## config.mk

```make
export PLATFORM = sky130hd
export DESIGN_NAME = sp_sram_acc_sch_flat
export DESIGN_NICKNAME = d
export VERILOG_FILES = /design/src/rtl/sp_sram_acc_sch_pkg.sv /design/src/rtl/sp_sram_acc_sch_if.sv /design/src/rtl/sp_sram_acc_wbuf.sv /design/src/rtl/sp_sram_acc_sch.sv /design/src/flat_wrapper.sv
export SDC_FILE = /design/constraint.sdc
export NUM_CORES = 1
export LEC_CHECK = 0
export ABC_AREA = 0
export CAP_MARGIN = 20
export CORE_UTILIZATION = 41
export DETAILED_ROUTE_END_ITERATION = 10
export PLACE_DENSITY = 0.78
export SLEW_MARGIN = 20
export SYNTH_ARGS = -nofsm -noshare
export SYNTH_HDL_FRONTEND = slang
export SYNTH_SLANG_ARGS = --single-unit
```

## constraint.sdc

```tcl
create_clock -name clk -period 2.7 [get_ports clk]
set_input_delay 0.675 -clock clk [delete_from_list [all_inputs] [get_ports clk]]
set_output_delay 0.675 -clock clk [all_outputs]
set_load 0.01 [all_outputs]
```

## src/rtl/sp_sram_acc_sch_pkg.sv

```systemverilog
// ---------------------------------------------------------------------------
// sp_sram_acc_sch_pkg
// Shared definitions for the single-port SRAM access scheduler:
//   gnt_e          : per-cycle SRAM grant (idle / read / write)
//   STARVE_MAX_DEF : default read-burst limit while writes are pending
//   STAT_WD        : width of the optional statistics counters
//   sat_inc        : saturating increment used by those counters
// ---------------------------------------------------------------------------
package sp_sram_acc_sch_pkg;

    typedef enum logic [1:0] {
        GNT_IDLE = 2'd0,
        GNT_RD   = 2'd1,
        GNT_WR   = 2'd2
    } gnt_e;

    localparam int STARVE_MAX_DEF = 4;
    localparam int STAT_WD        = 16;

    function automatic logic [STAT_WD-1:0] sat_inc(input logic [STAT_WD-1:0] v);
        return (&v) ? v : v + STAT_WD'(1);
    endfunction

endpackage

```

## src/rtl/sp_sram_acc_sch_if.sv

```systemverilog
// ---------------------------------------------------------------------------
// sp_sram_acc_sch_if
// Client-side bus of the SRAM scheduler. Signal suffixes are from the
// scheduler's point of view (_i = into the scheduler, _o = out of it).
//   wr_val_i/wr_adr_i/wr_dat_i, wr_rdy_o : write request channel
//   rd_val_i/rd_adr_i, rd_rdy_o          : read request channel
//   rd_val_o/rd_dat_o                    : read return (1 cycle after grant)
// Modports: master = client, slave = scheduler.
// ---------------------------------------------------------------------------
interface sp_sram_acc_sch_if #(
    parameter int ADDR_WD = 10,
    parameter int DATA_WD = 32
);
    logic               wr_val_i;
    logic [ADDR_WD-1:0] wr_adr_i;
    logic [DATA_WD-1:0] wr_dat_i;
    logic               wr_rdy_o;
    logic               rd_val_i;
    logic [ADDR_WD-1:0] rd_adr_i;
    logic               rd_rdy_o;
    logic               rd_val_o;
    logic [DATA_WD-1:0] rd_dat_o;

    modport master (
        output wr_val_i, wr_adr_i, wr_dat_i, rd_val_i, rd_adr_i,
        input  wr_rdy_o, rd_rdy_o, rd_val_o, rd_dat_o
    );

    modport slave (
        input  wr_val_i, wr_adr_i, wr_dat_i, rd_val_i, rd_adr_i,
        output wr_rdy_o, rd_rdy_o, rd_val_o, rd_dat_o
    );
endinterface

```

## src/rtl/sp_sram_acc_wbuf.sv

```systemverilog
// ---------------------------------------------------------------------------
// sp_sram_acc_wbuf
// Two-entry in-order write buffer (address + data).
//   clk, rstn      : clock, asynchronous active-low reset
//   push_i         : store push_adr_i/push_dat_i (caller guarantees count < 2)
//   pop_i          : retire the head entry (caller guarantees count > 0)
//   cmp_adr_i      : address compared against every valid entry
//   count_o        : number of valid entries (0..2)
//   head_adr_o/dat : oldest entry
//   hit_o[n]       : entry n is valid and holds cmp_adr_i
// ---------------------------------------------------------------------------
module sp_sram_acc_wbuf #(
    parameter int ADDR_WD = 10,
    parameter int DATA_WD = 32
) (
    input  logic               clk,
    input  logic               rstn,
    input  logic               push_i,
    input  logic [ADDR_WD-1:0] push_adr_i,
    input  logic [DATA_WD-1:0] push_dat_i,
    input  logic               pop_i,
    input  logic [ADDR_WD-1:0] cmp_adr_i,
    output logic [1:0]         count_o,
    output logic [ADDR_WD-1:0] head_adr_o,
    output logic [DATA_WD-1:0] head_dat_o,
    output logic [1:0]         hit_o
);

    logic [ADDR_WD-1:0] adr_q [2];
    logic [DATA_WD-1:0] dat_q [2];
    logic               rd_ptr_q, rd_ptr_d;
    logic               wr_ptr_q, wr_ptr_d;
    logic [1:0]         count_q, count_d;
    logic [1:0]         vld;

    always_comb begin
        rd_ptr_d = rd_ptr_q;
        wr_ptr_d = wr_ptr_q;
        count_d  = count_q;
        if (push_i) wr_ptr_d = ~wr_ptr_q;
        if (pop_i)  rd_ptr_d = ~rd_ptr_q;
        // push and pop together leave the count unchanged
        case ({push_i, pop_i})
            2'b10:   count_d = count_q + 2'd1;
            2'b01:   count_d = count_q - 2'd1;
            default: count_d = count_q;
        endcase
    end

    always_ff @(posedge clk or negedge rstn) begin
        if (!rstn) begin
            rd_ptr_q <= 1'b0;
            wr_ptr_q <= 1'b0;
            count_q  <= 2'd0;
            for (int i = 0; i < 2; i++) begin
                adr_q[i] <= '0;
                dat_q[i] <= '0;
            end
        end else begin
            rd_ptr_q <= rd_ptr_d;
            wr_ptr_q <= wr_ptr_d;
            count_q  <= count_d;
            if (push_i) begin
                adr_q[wr_ptr_q] <= push_adr_i;
                dat_q[wr_ptr_q] <= push_dat_i;
            end
        end
    end

    // An entry is live when the buffer is full, or when it is the head of a
    // single-entry buffer.
    genvar gi;
    generate
        for (gi = 0; gi < 2; gi++) begin : g_ent
            assign vld[gi]   = (count_q == 2'd2) ||
                               ((count_q == 2'd1) && (rd_ptr_q == 1'(gi)));
            assign hit_o[gi] = vld[gi] && (adr_q[gi] == cmp_adr_i);
        end
    endgenerate

    assign count_o    = count_q;
    assign head_adr_o = adr_q[rd_ptr_q];
    assign head_dat_o = dat_q[rd_ptr_q];

endmodule

```

## src/rtl/sp_sram_acc_sch.sv

```systemverilog
// ---------------------------------------------------------------------------
// sp_sram_acc_sch
// Single-port SRAM access scheduler. Reads are issued in the cycle they are
// accepted; writes are parked in a 2-entry in-order buffer and drained when
// no read is granted, when a read hits a buffered address, or when reads
// have held the port for STARVE_MAX cycles while writes wait.
//   clk, rstn          : clock, asynchronous active-low reset
//   bus (slave)        : client write/read request and read return channels
//   sram_ena_o/wen_o   : SRAM access enable / write enable
//   sram_adr_o/dat_o   : SRAM address / write data
//   sram_dat_i         : SRAM read data, one cycle after a read access
// Optional (macro SP_SRAM_ACC_SCH_STAT_EN):
//   stat_rd_o/wr_o/hzd_o : 16-bit saturating counts of read grants, write
//                          grants and hazard-forced cycles
// ---------------------------------------------------------------------------
module sp_sram_acc_sch
    import sp_sram_acc_sch_pkg::*;
#(
    parameter int ADDR_WD    = 10,
    parameter int DATA_WD    = 32,
    parameter int STARVE_MAX = STARVE_MAX_DEF
) (
    input  logic               clk,
    input  logic               rstn,
    sp_sram_acc_sch_if.slave   bus,
    output logic               sram_ena_o,
    output logic               sram_wen_o,
    output logic [ADDR_WD-1:0] sram_adr_o,
    output logic [DATA_WD-1:0] sram_dat_o,
    input  logic [DATA_WD-1:0] sram_dat_i
`ifdef SP_SRAM_ACC_SCH_STAT_EN
    ,
    output logic [STAT_WD-1:0] stat_rd_o,
    output logic [STAT_WD-1:0] stat_wr_o,
    output logic [STAT_WD-1:0] stat_hzd_o
`endif
);

    localparam int SW = (STARVE_MAX < 1) ? 1 : $clog2(STARVE_MAX + 1);

    logic [1:0]         wb_count;
    logic [ADDR_WD-1:0] head_adr;
    logic [DATA_WD-1:0] head_dat;
    logic [1:0]         wb_hit;
    logic               wb_push;
    logic               wb_nonempty;
    logic               hazard;
    logic               starved;
    gnt_e               gnt;
    logic [SW-1:0]      starve_q, starve_d;
    logic               rd_val_q;

    assign bus.wr_rdy_o = (wb_count < 2'd2);
    assign wb_push      = bus.wr_val_i && bus.wr_rdy_o;
    assign wb_nonempty  = (wb_count != 2'd0);
    assign hazard       = bus.rd_val_i && (|wb_hit);
    assign starved      = (32'(starve_q) >= STARVE_MAX);

    sp_sram_acc_wbuf #(
        .ADDR_WD (ADDR_WD),
        .DATA_WD (DATA_WD)
    ) u_wbuf (
        .clk        (clk),
        .rstn       (rstn),
        .push_i     (wb_push),
        .push_adr_i (bus.wr_adr_i),
        .push_dat_i (bus.wr_dat_i),
        .pop_i      (gnt == GNT_WR),
        .cmp_adr_i  (bus.rd_adr_i),
        .count_o    (wb_count),
        .head_adr_o (head_adr),
        .head_dat_o (head_dat),
        .hit_o      (wb_hit)
    );

    // Grant: read unless pending writes must go first (starvation or a
    // read-after-write hazard); otherwise drain a write if one is waiting.
    always_comb begin
        gnt      = GNT_IDLE;
        starve_d = starve_q;
        if (bus.rd_val_i && !(wb_nonempty && (starved || hazard))) begin
            gnt = GNT_RD;
        end else if (wb_nonempty) begin
            gnt = GNT_WR;
        end
        if ((gnt == GNT_WR) || !wb_nonempty) begin
            starve_d = '0;
        end else if (gnt == GNT_RD) begin
            starve_d = starve_q + SW'(1);
        end
    end

    always_ff @(posedge clk or negedge rstn) begin
        if (!rstn) begin
            starve_q <= '0;
            rd_val_q <= 1'b0;
        end else begin
            starve_q <= starve_d;
            rd_val_q <= (gnt == GNT_RD);
        end
    end

    assign bus.rd_rdy_o = (gnt == GNT_RD);
    assign bus.rd_val_o = rd_val_q;
    assign bus.rd_dat_o = rd_val_q ? sram_dat_i : '0;

    assign sram_ena_o = (gnt != GNT_IDLE);
    assign sram_wen_o = (gnt == GNT_WR);
    assign sram_adr_o = (gnt == GNT_WR) ? head_adr : bus.rd_adr_i;
    assign sram_dat_o = (gnt == GNT_WR) ? head_dat : '0;

`ifdef SP_SRAM_ACC_SCH_STAT_EN
    logic [STAT_WD-1:0] stat_rd_q, stat_wr_q, stat_hzd_q;

    always_ff @(posedge clk or negedge rstn) begin
        if (!rstn) begin
            stat_rd_q  <= '0;
            stat_wr_q  <= '0;
            stat_hzd_q <= '0;
        end else begin
            if (gnt == GNT_RD) stat_rd_q  <= sat_inc(stat_rd_q);
            if (gnt == GNT_WR) stat_wr_q  <= sat_inc(stat_wr_q);
            if (hazard)        stat_hzd_q <= sat_inc(stat_hzd_q);
        end
    end

    assign stat_rd_o  = stat_rd_q;
    assign stat_wr_o  = stat_wr_q;
    assign stat_hzd_o = stat_hzd_q;
`endif

endmodule

```

## src/flat_wrapper.sv

```systemverilog
// flat-port wrapper written by rule: the top's interface ports become plain ports
module sp_sram_acc_sch_flat import sp_sram_acc_sch_pkg::*;
#(
    parameter int ADDR_WD    = 10,
    parameter int DATA_WD    = 32,
    parameter int STARVE_MAX = STARVE_MAX_DEF
)
  (clk, rstn, sram_ena_o, sram_wen_o, sram_adr_o, sram_dat_o, sram_dat_i, bus_wr_val_i, bus_wr_adr_i, bus_wr_dat_i, bus_rd_val_i, bus_rd_adr_i, bus_wr_rdy_o, bus_rd_rdy_o, bus_rd_val_o, bus_rd_dat_o);
  sp_sram_acc_sch_if #(.ADDR_WD(ADDR_WD), .DATA_WD(DATA_WD)) bus_i ();
  input  logic clk;
  input  logic rstn;
  output logic sram_ena_o;
  output logic sram_wen_o;
  output logic [ADDR_WD-1:0] sram_adr_o;
  output logic [DATA_WD-1:0] sram_dat_o;
  input  logic [DATA_WD-1:0] sram_dat_i;
  input wire logic [$bits(bus_i.wr_val_i)-1:0] bus_wr_val_i;
  input wire logic [$bits(bus_i.wr_adr_i)-1:0] bus_wr_adr_i;
  input wire logic [$bits(bus_i.wr_dat_i)-1:0] bus_wr_dat_i;
  input wire logic [$bits(bus_i.rd_val_i)-1:0] bus_rd_val_i;
  input wire logic [$bits(bus_i.rd_adr_i)-1:0] bus_rd_adr_i;
  output wire logic [$bits(bus_i.wr_rdy_o)-1:0] bus_wr_rdy_o;
  output wire logic [$bits(bus_i.rd_rdy_o)-1:0] bus_rd_rdy_o;
  output wire logic [$bits(bus_i.rd_val_o)-1:0] bus_rd_val_o;
  output wire logic [$bits(bus_i.rd_dat_o)-1:0] bus_rd_dat_o;
  assign bus_i.wr_val_i = bus_wr_val_i;
  assign bus_i.wr_adr_i = bus_wr_adr_i;
  assign bus_i.wr_dat_i = bus_wr_dat_i;
  assign bus_i.rd_val_i = bus_rd_val_i;
  assign bus_i.rd_adr_i = bus_rd_adr_i;
  assign bus_wr_rdy_o = bus_i.wr_rdy_o;
  assign bus_rd_rdy_o = bus_i.rd_rdy_o;
  assign bus_rd_val_o = bus_i.rd_val_o;
  assign bus_rd_dat_o = bus_i.rd_dat_o;
  sp_sram_acc_sch #(.ADDR_WD(ADDR_WD), .DATA_WD(DATA_WD), .STARVE_MAX(STARVE_MAX)) u_core (.clk(clk), .rstn(rstn), .bus(bus_i), .sram_ena_o(sram_ena_o), .sram_wen_o(sram_wen_o), .sram_adr_o(sram_adr_o), .sram_dat_o(sram_dat_o), .sram_dat_i(sram_dat_i));
endmodule
```

==> results of run 1 <==
stage by stage:
stage | power, mW | hold slack (ps) | TNS (ps)
after floorplan | 4.60 | 379 | 0
after global placement | 6.01 | 487 | -51530
after detailed placement | 6.13 | 493 | -54200
after CTS | 7.69 | 298 | -13960
after global routing | 8.24 | 312 | -17410
final | 7.79 | 282 | -14600
state kept, by name (all words and copies together) (netlist names):
signal                  count
u_core.bus.rd_val_o         1
u_core.u_wbuf.rd_ptr_q      1
u_core.starve_q             3
u_core.u_wbuf.dat_q        64
u_core.u_wbuf.count_o       2
u_core.u_wbuf.wr_ptr_q      1
u_core.u_wbuf.adr_q        20
worst min-delay path by stage:
| stage | start | to |
|---|---|---|
| 6_report | rstn | u_core.u_wbuf.dat_q[6] |
| 2_1_floorplan | rstn | u_core.bus.rd_val_o |
| 3_3_place_gp | u_core.u_wbuf.dat_q[15] | u_core.u_wbuf.dat_q[15] |
| 5_1_grt | rstn | u_core.u_wbuf.dat_q[6] |
| 3_5_place_dp | u_core.u_wbuf.dat_q[2] | u_core.u_wbuf.dat_q[2] |
| 4_1_cts | rstn | u_core.u_wbuf.dat_q[6] |
power breakdown:
| group | internal [mW] | switching [mW] | total, mW |
|---|---|---|---|
| sequential | 2.08 | 0.443 | 2.52 |
| clock | 0.775 | 0.524 | 1.30 |
| combinational | 2.24 | 1.73 | 3.96 |
| total | 5.09 | 2.69 | 7.79 |
cells in the final DEF (no fill, tap or decap), types with 11 or more instances in the layout:
cell	count
mux2_2	94
dfrtp_1	90
clkdlybuf4s50_1	110
mux2i_1	32
nor2_2	21
buf_2	35
buf_6	27
buf_4	34
xor2_1	11
and2_1	35
cell usage after synthesis, types with 2 or more instances:
library cell,instances,area [um2]
nor2b_1,2,12.5
mux2_4,3,45.0
mux2_2,101,1140
ha_1,6,75.1
clkbuf_1,14,52.6
mux2i_1,32,320
inv_1,5,18.8
nor3_1,2,10.0
nor4_1,2,12.5
xnor2_1,7,61.3
buf_6,6,67.6
and2_1,35,219
nor2_1,33,124
xor2_1,17,149
nand3_1,2,10.0
nand2_1,2,7.51
dfrtp_1,92,2300
cells by family (layout without fill, tap and decap cells):
| logic type | Yosys count | after routing | synth area share [%] |
|---|---|---|---|
| AOI/OAI and AO/OA | 6 | 7 | 0.958 |
| xor gates and xnor gates | 24 | 24 | 4.47 |
| adders and majority gates | 6 | 6 | 1.60 |
| buffers and inverters | 26 | 235 | 3.06 |
| DFF | 92 | 92 | 48.9 |
| muxes | 136 | 136 | 31.9 |
| and+or+nand+nor | 81 | 81 | 9.02 |
area by class of cell:
type | instances | area [um2] | area share, %
multi-input cells | 254 | 2540 | 34.8
flip-flops and latches | 92 | 2300 | 31.6
repair buffers | 214 | 1950 | 26.7
clock buffers | 12 | 256 | 3.51
well taps | 140 | 175 | 2.40
clock inverters | 4 | 56.3 | 0.771
inverters | 5 | 18.8 | 0.257
critical path, stage by stage:
cell and delay (ps):
buf_6 100, buf_6 110, xor2_2 170, nor4_2 310, nand3_2 170, a31o_4 330
buf_6 140, mux2_4 290, buf_6 130
routing by layer:
metal  share of wire [%]  track usage, %  up-vias
met4                 2.8            10.6        0
li1                    -               -     1676
met2                  53            42.1      155
met1                  36            23.0     1756
met5                   0               0        -
met3                 8.3            6.04       30
repair_timing:
action / 4_1_cts / 5_1_grt
pin swaps: 17 / 7
cloned: 1 / 0
gates resized for setup: 284 / 27
setup endpoints to repair: 46 / 64
buffers inserted: 16 / 2
==> impl_metrics.toml, run 1 <==
[layout]
syn_to_final_growth_pct = 55.3
fin_nets = 670
drive_gt1_share_pct = 47.3
fin_cells = 721
diodes = 0
finalInstanceArea_mm2 = 0.00730
final_core_util_pct = 66.2
fillCellCount = 879

[routing]
antenna_left = 0
finalWirelength_um = 13000
drc_errors = 0
vias = 3617
routed_via_density = 5.02
wl_per_cell_um = 18.1
dr.pass1.iters = 4
drt_iter0_drc = 95

[yosys]
yosys_warnings = 0
post_synth_inst_count = 371
synth_cell_types = 27
synth.avg_cell_area_um2 = 12.7
seq_area_frac_synth_pct = 48.9
ys.flop_type = "dfrtp_1"
synthArstFlopShare_pct = 100
yosys_register_bits = 92
synth_area_mm2 = 0.00470
synth_edf_count = 0
mappedNetlistNets = 465

[clocking]
cts.path.max_buffers = 2
cts.htree.levels = 3
cts_buffers = 9
cts_root_buffer = "clkbuf_16"
cts_hold_buf = 0
clk_pin_slew_ps = 60
cts_tree = "built"
cts.sinks = 92
clock_latency_ps = 340

[die]
num_io_pins = 167
die_area_mm2 = 0.0119
rows = 38
core_area_mm2 = 0.0110
die_h_um = 109
die_w_um = 109
initial_core_util_pct = 42.6

[sta]
grt_setup_unrepaired = "yes"
final-hold-violation-count = 0
slew_headroom_pct = 56.1
post-route-period-util_pct = 115
setup_viol = 44
finClkSkew_ps = 5.94
finalCriticalPeriod_ps = 3100
worst_slack_ps = -401
slew_violations = 0
clock.fmax_ghz = 0.323
worst_pin_slew_ps = 659

[place]
placed_area_mm2 = 0.00670
pre_cts_ws_ps = -1250
port_buffers = 166
hpwlAfterDp_um = 9160
gp_congestion = 0.737
place_inst = 687

[global_route]
grt_pass1_vias = 3974
grt.total_usage_pct = 22.5
grt-ovfl-total = 0
grt_max_degree = 39
grt_pass1_wl_um = 19800
antenna_found_initial = 0

[setup_path]
r2r-start = "u_core.u_wbuf.count_o[1]"
critPathLaunchType = "input pin"
reg2reg_to = "u_core.u_wbuf.count_o[1]"
critical_path_peak_fanout = 6
critPathLaunch = "bus_rd_adr_i[4]"
arrival_ps = 2430
required_ps = 2030
crit_path_end_kind = "primary output"
r2r_setup_slack_ps = 140
worstSetupPathType = "input pin to primary output"
cp-endpoint = "sram_adr_o[8]"
ff2ff_path_depth = 11

[power_and_ir_drop]
power.density_mw_per_mm2 = 1070
power_leakage_nw = 3.22
vdd_drop_max_v = 0.000605

[min_path]
hold_class = "input pin to asynchronous set/reset pin"

[job]
drv_cap = 0

[run_status]
status = "finished with violations"
violations = "setup timing"
Power figures use the tool's default switching activity.
==> run 2, diff against run 1 <==
Settings changed: CAP_MARGIN 20 to not set, REMOVE_ABC_BUFFERS set to 1.
==> run 2 against run 1 <==
Against the previous run: the flow still finishes with violations (setup timing); total power up 3.9%; sequential cell count unchanged; clock power up 5%; sequential power about the same; largest cell class unchanged; clock skew down 0.54 ps; via count up 0.44%; die area unchanged; worst hold slack better by 96 ps; combinational power up 5.8%; critical path type is now register to primary output; cell area up 2.3%.
==> impl_metrics.toml, run 2 (same netlist as run 1, synthesis figures left out) <==
[clocking]
cts_root_buffer = "clkbuf_16"
cts_buffers = 9
clk_pin_slew_ps = 70
clock_latency_ps = 340
cts.htree.levels = 3
cts.sinks = 92
cts.path.max_buffers = 2
cts_tree = "built"

[place]
place_inst = 688
placed_area_mm2 = 0.00672
gp_congestion = 0.754
port_buffers = 166
hpwlAfterDp_um = 8060
pre_cts_ws_ps = -1220

[layout]
diodes = 0
final_cell_mix = "110 x clkdlybuf4s50_1, 94 x mux2_2, 91 x dfrtp_1"
syn_to_final_growth_pct = 58.9
layout_commonest_cell = "clkdlybuf4s50_1"
finalInstanceArea_mm2 = 0.00747
final_core_util_pct = 67.7
reg_top3 = "u_core.u_wbuf.dat_q (64), u_core.u_wbuf.adr_q (20), u_core.starve_q (3)"
drive_gt1_share_pct = 47.6
regMostFlops = "u_core.u_wbuf.dat_q"
largest_reg_flops = 64
fin_cells = 722
fin_nets = 671

[routing]
routed_via_density = 5.03
finalWirelength_um = 12400
antenna_left = 0
drc_errors = 0
vias = 3633
wl_per_cell_um = 17.2
drt_iter0_drc = 124
dr.pass1.iters = 4

[sta]
grt_setup_unrepaired = "yes"
hold_ws_ps = 378
setup_tns_ps = -12970
slew_headroom_pct = 60.2
worst_slack_ps = -387
slew_violations = 0
final-hold-violation-count = 0
finalCriticalPeriod_ps = 3090
setup_viol = 44
post-route-period-util_pct = 114
worst_pin_slew_ps = 597
finClkSkew_ps = 5.40
clock.fmax_ghz = 0.324

[global_route]
grt_pass1_vias = 3726
grt.total_usage_pct = 20.8
antenna_found_initial = 0
grt_max_degree = 93
grt_pass1_wl_um = 18600
grt-ovfl-total = 0

[power_and_ir_drop]
power_leakage_nw = 3.30
power.density_mw_per_mm2 = 1080
finalPower_mw = 8.09
vdd_drop_max_v = 0.000651

[setup_path]
arrival_ps = 2410
cpLargestDelayFamily = "compound AO/OA/AOI/OAI gates"
reg2reg_to = "u_core.u_wbuf.count_o[1]"
worstSetupPathType = "register to primary output"
ff2ff_path_depth = 11
required_ps = 2030
r2r-start = "u_core.u_wbuf.count_o[0]"
crit_path_cell_trace = "ha_2 > nor2b_4 > o2111a_1 > a31oi_4 > buf_6 > a31o_4 > mux2_4 > buf_6"
path_buf_inv = 2
crit_path_end_kind = "primary output"
max_stage_delay_ps = 410
critPathMostFrequentCell = "buf_6"
r2r_setup_slack_ps = 310
critical_path_peak_fanout = 7
cp_slowest_cell = "dfrtp_1"
critPathLaunchType = "register"

[min_path]
hold_class = "input pin to asynchronous set/reset pin"

[die]
die_area_mm2 = 0.0119
die_w_um = 109
num_io_pins = 167
initial_core_util_pct = 42.6
rows = 38
die_h_um = 109
core_area_mm2 = 0.0110

[run_status]
violations = "setup timing"
status = "finished with violations"

[job]
drv_cap = 0
## run 2: changes by cell type in the layout (fill, tap and decap cells not counted), sizes merged
cell           previous run  this run
clkbuf                   12        15
buf                      99        97
clkdlybuf4s15             4         2
bufinv                    1         2
clkinvlp                  0         1
dlygate4sd2               1         0
dlymetal6s2s              0         1
## run 2: layout make-up
class,count,area (um2)
Clock buffer,10,239
Clock inverter,6,86.3
Fill cell,843,3560
Inverter,5,18.8
Multi-Input combinational cell,254,2570
Sequential cell,92,2300
Tap cell,140,175
Timing Repair Buffer,215,2080
## run 2: timing repair
item / 4_1_cts / 5_1_grt
gates resized for setup: 261 / 63
endpoints found under the setup margin: 44 / 45
pin swaps: 11 / 20
hold buffers: 0 / 0
cloned: 1 / 4
hold endpoints to repair: 0 / 0
setup buffers: 9 / 5
## run 2: layer usage
metal  GRT usage, %  vias up  wire (um)
met2           36.5      141       6400
met4           5.60        0        167
li1               -     1689          -
met3           5.68       15       1030
met5              0        -          0
met1           24.9     1788       4790
## run 2: how the worst max path moves through the flow
stage | endpoint | startpoint | slack [ps] | depth (start not counted)
finish | sram_adr_o[9] | u_core.u_wbuf.count_o[0] | -390 | 8
global route | sram_adr_o[9] | u_core.u_wbuf.count_o[0] | -450 | 8
CTS | sram_adr_o[9] | u_core.u_wbuf.count_o[0] | -390 | 8
detailed placement | sram_dat_o[31] | bus_rd_adr_i[3] | -1220 | 8
global placement | sram_dat_o[15] | bus_rd_adr_i[3] | -1120 | 8
floorplan | sram_adr_o[0] | u_core.u_wbuf.rd_ptr_q | -1420 | 5
## run 2: power breakdown
part	switching, mW	internal, mW
sequential	0.448	2.08
combinational	1.79	2.41
clock	0.535	0.837
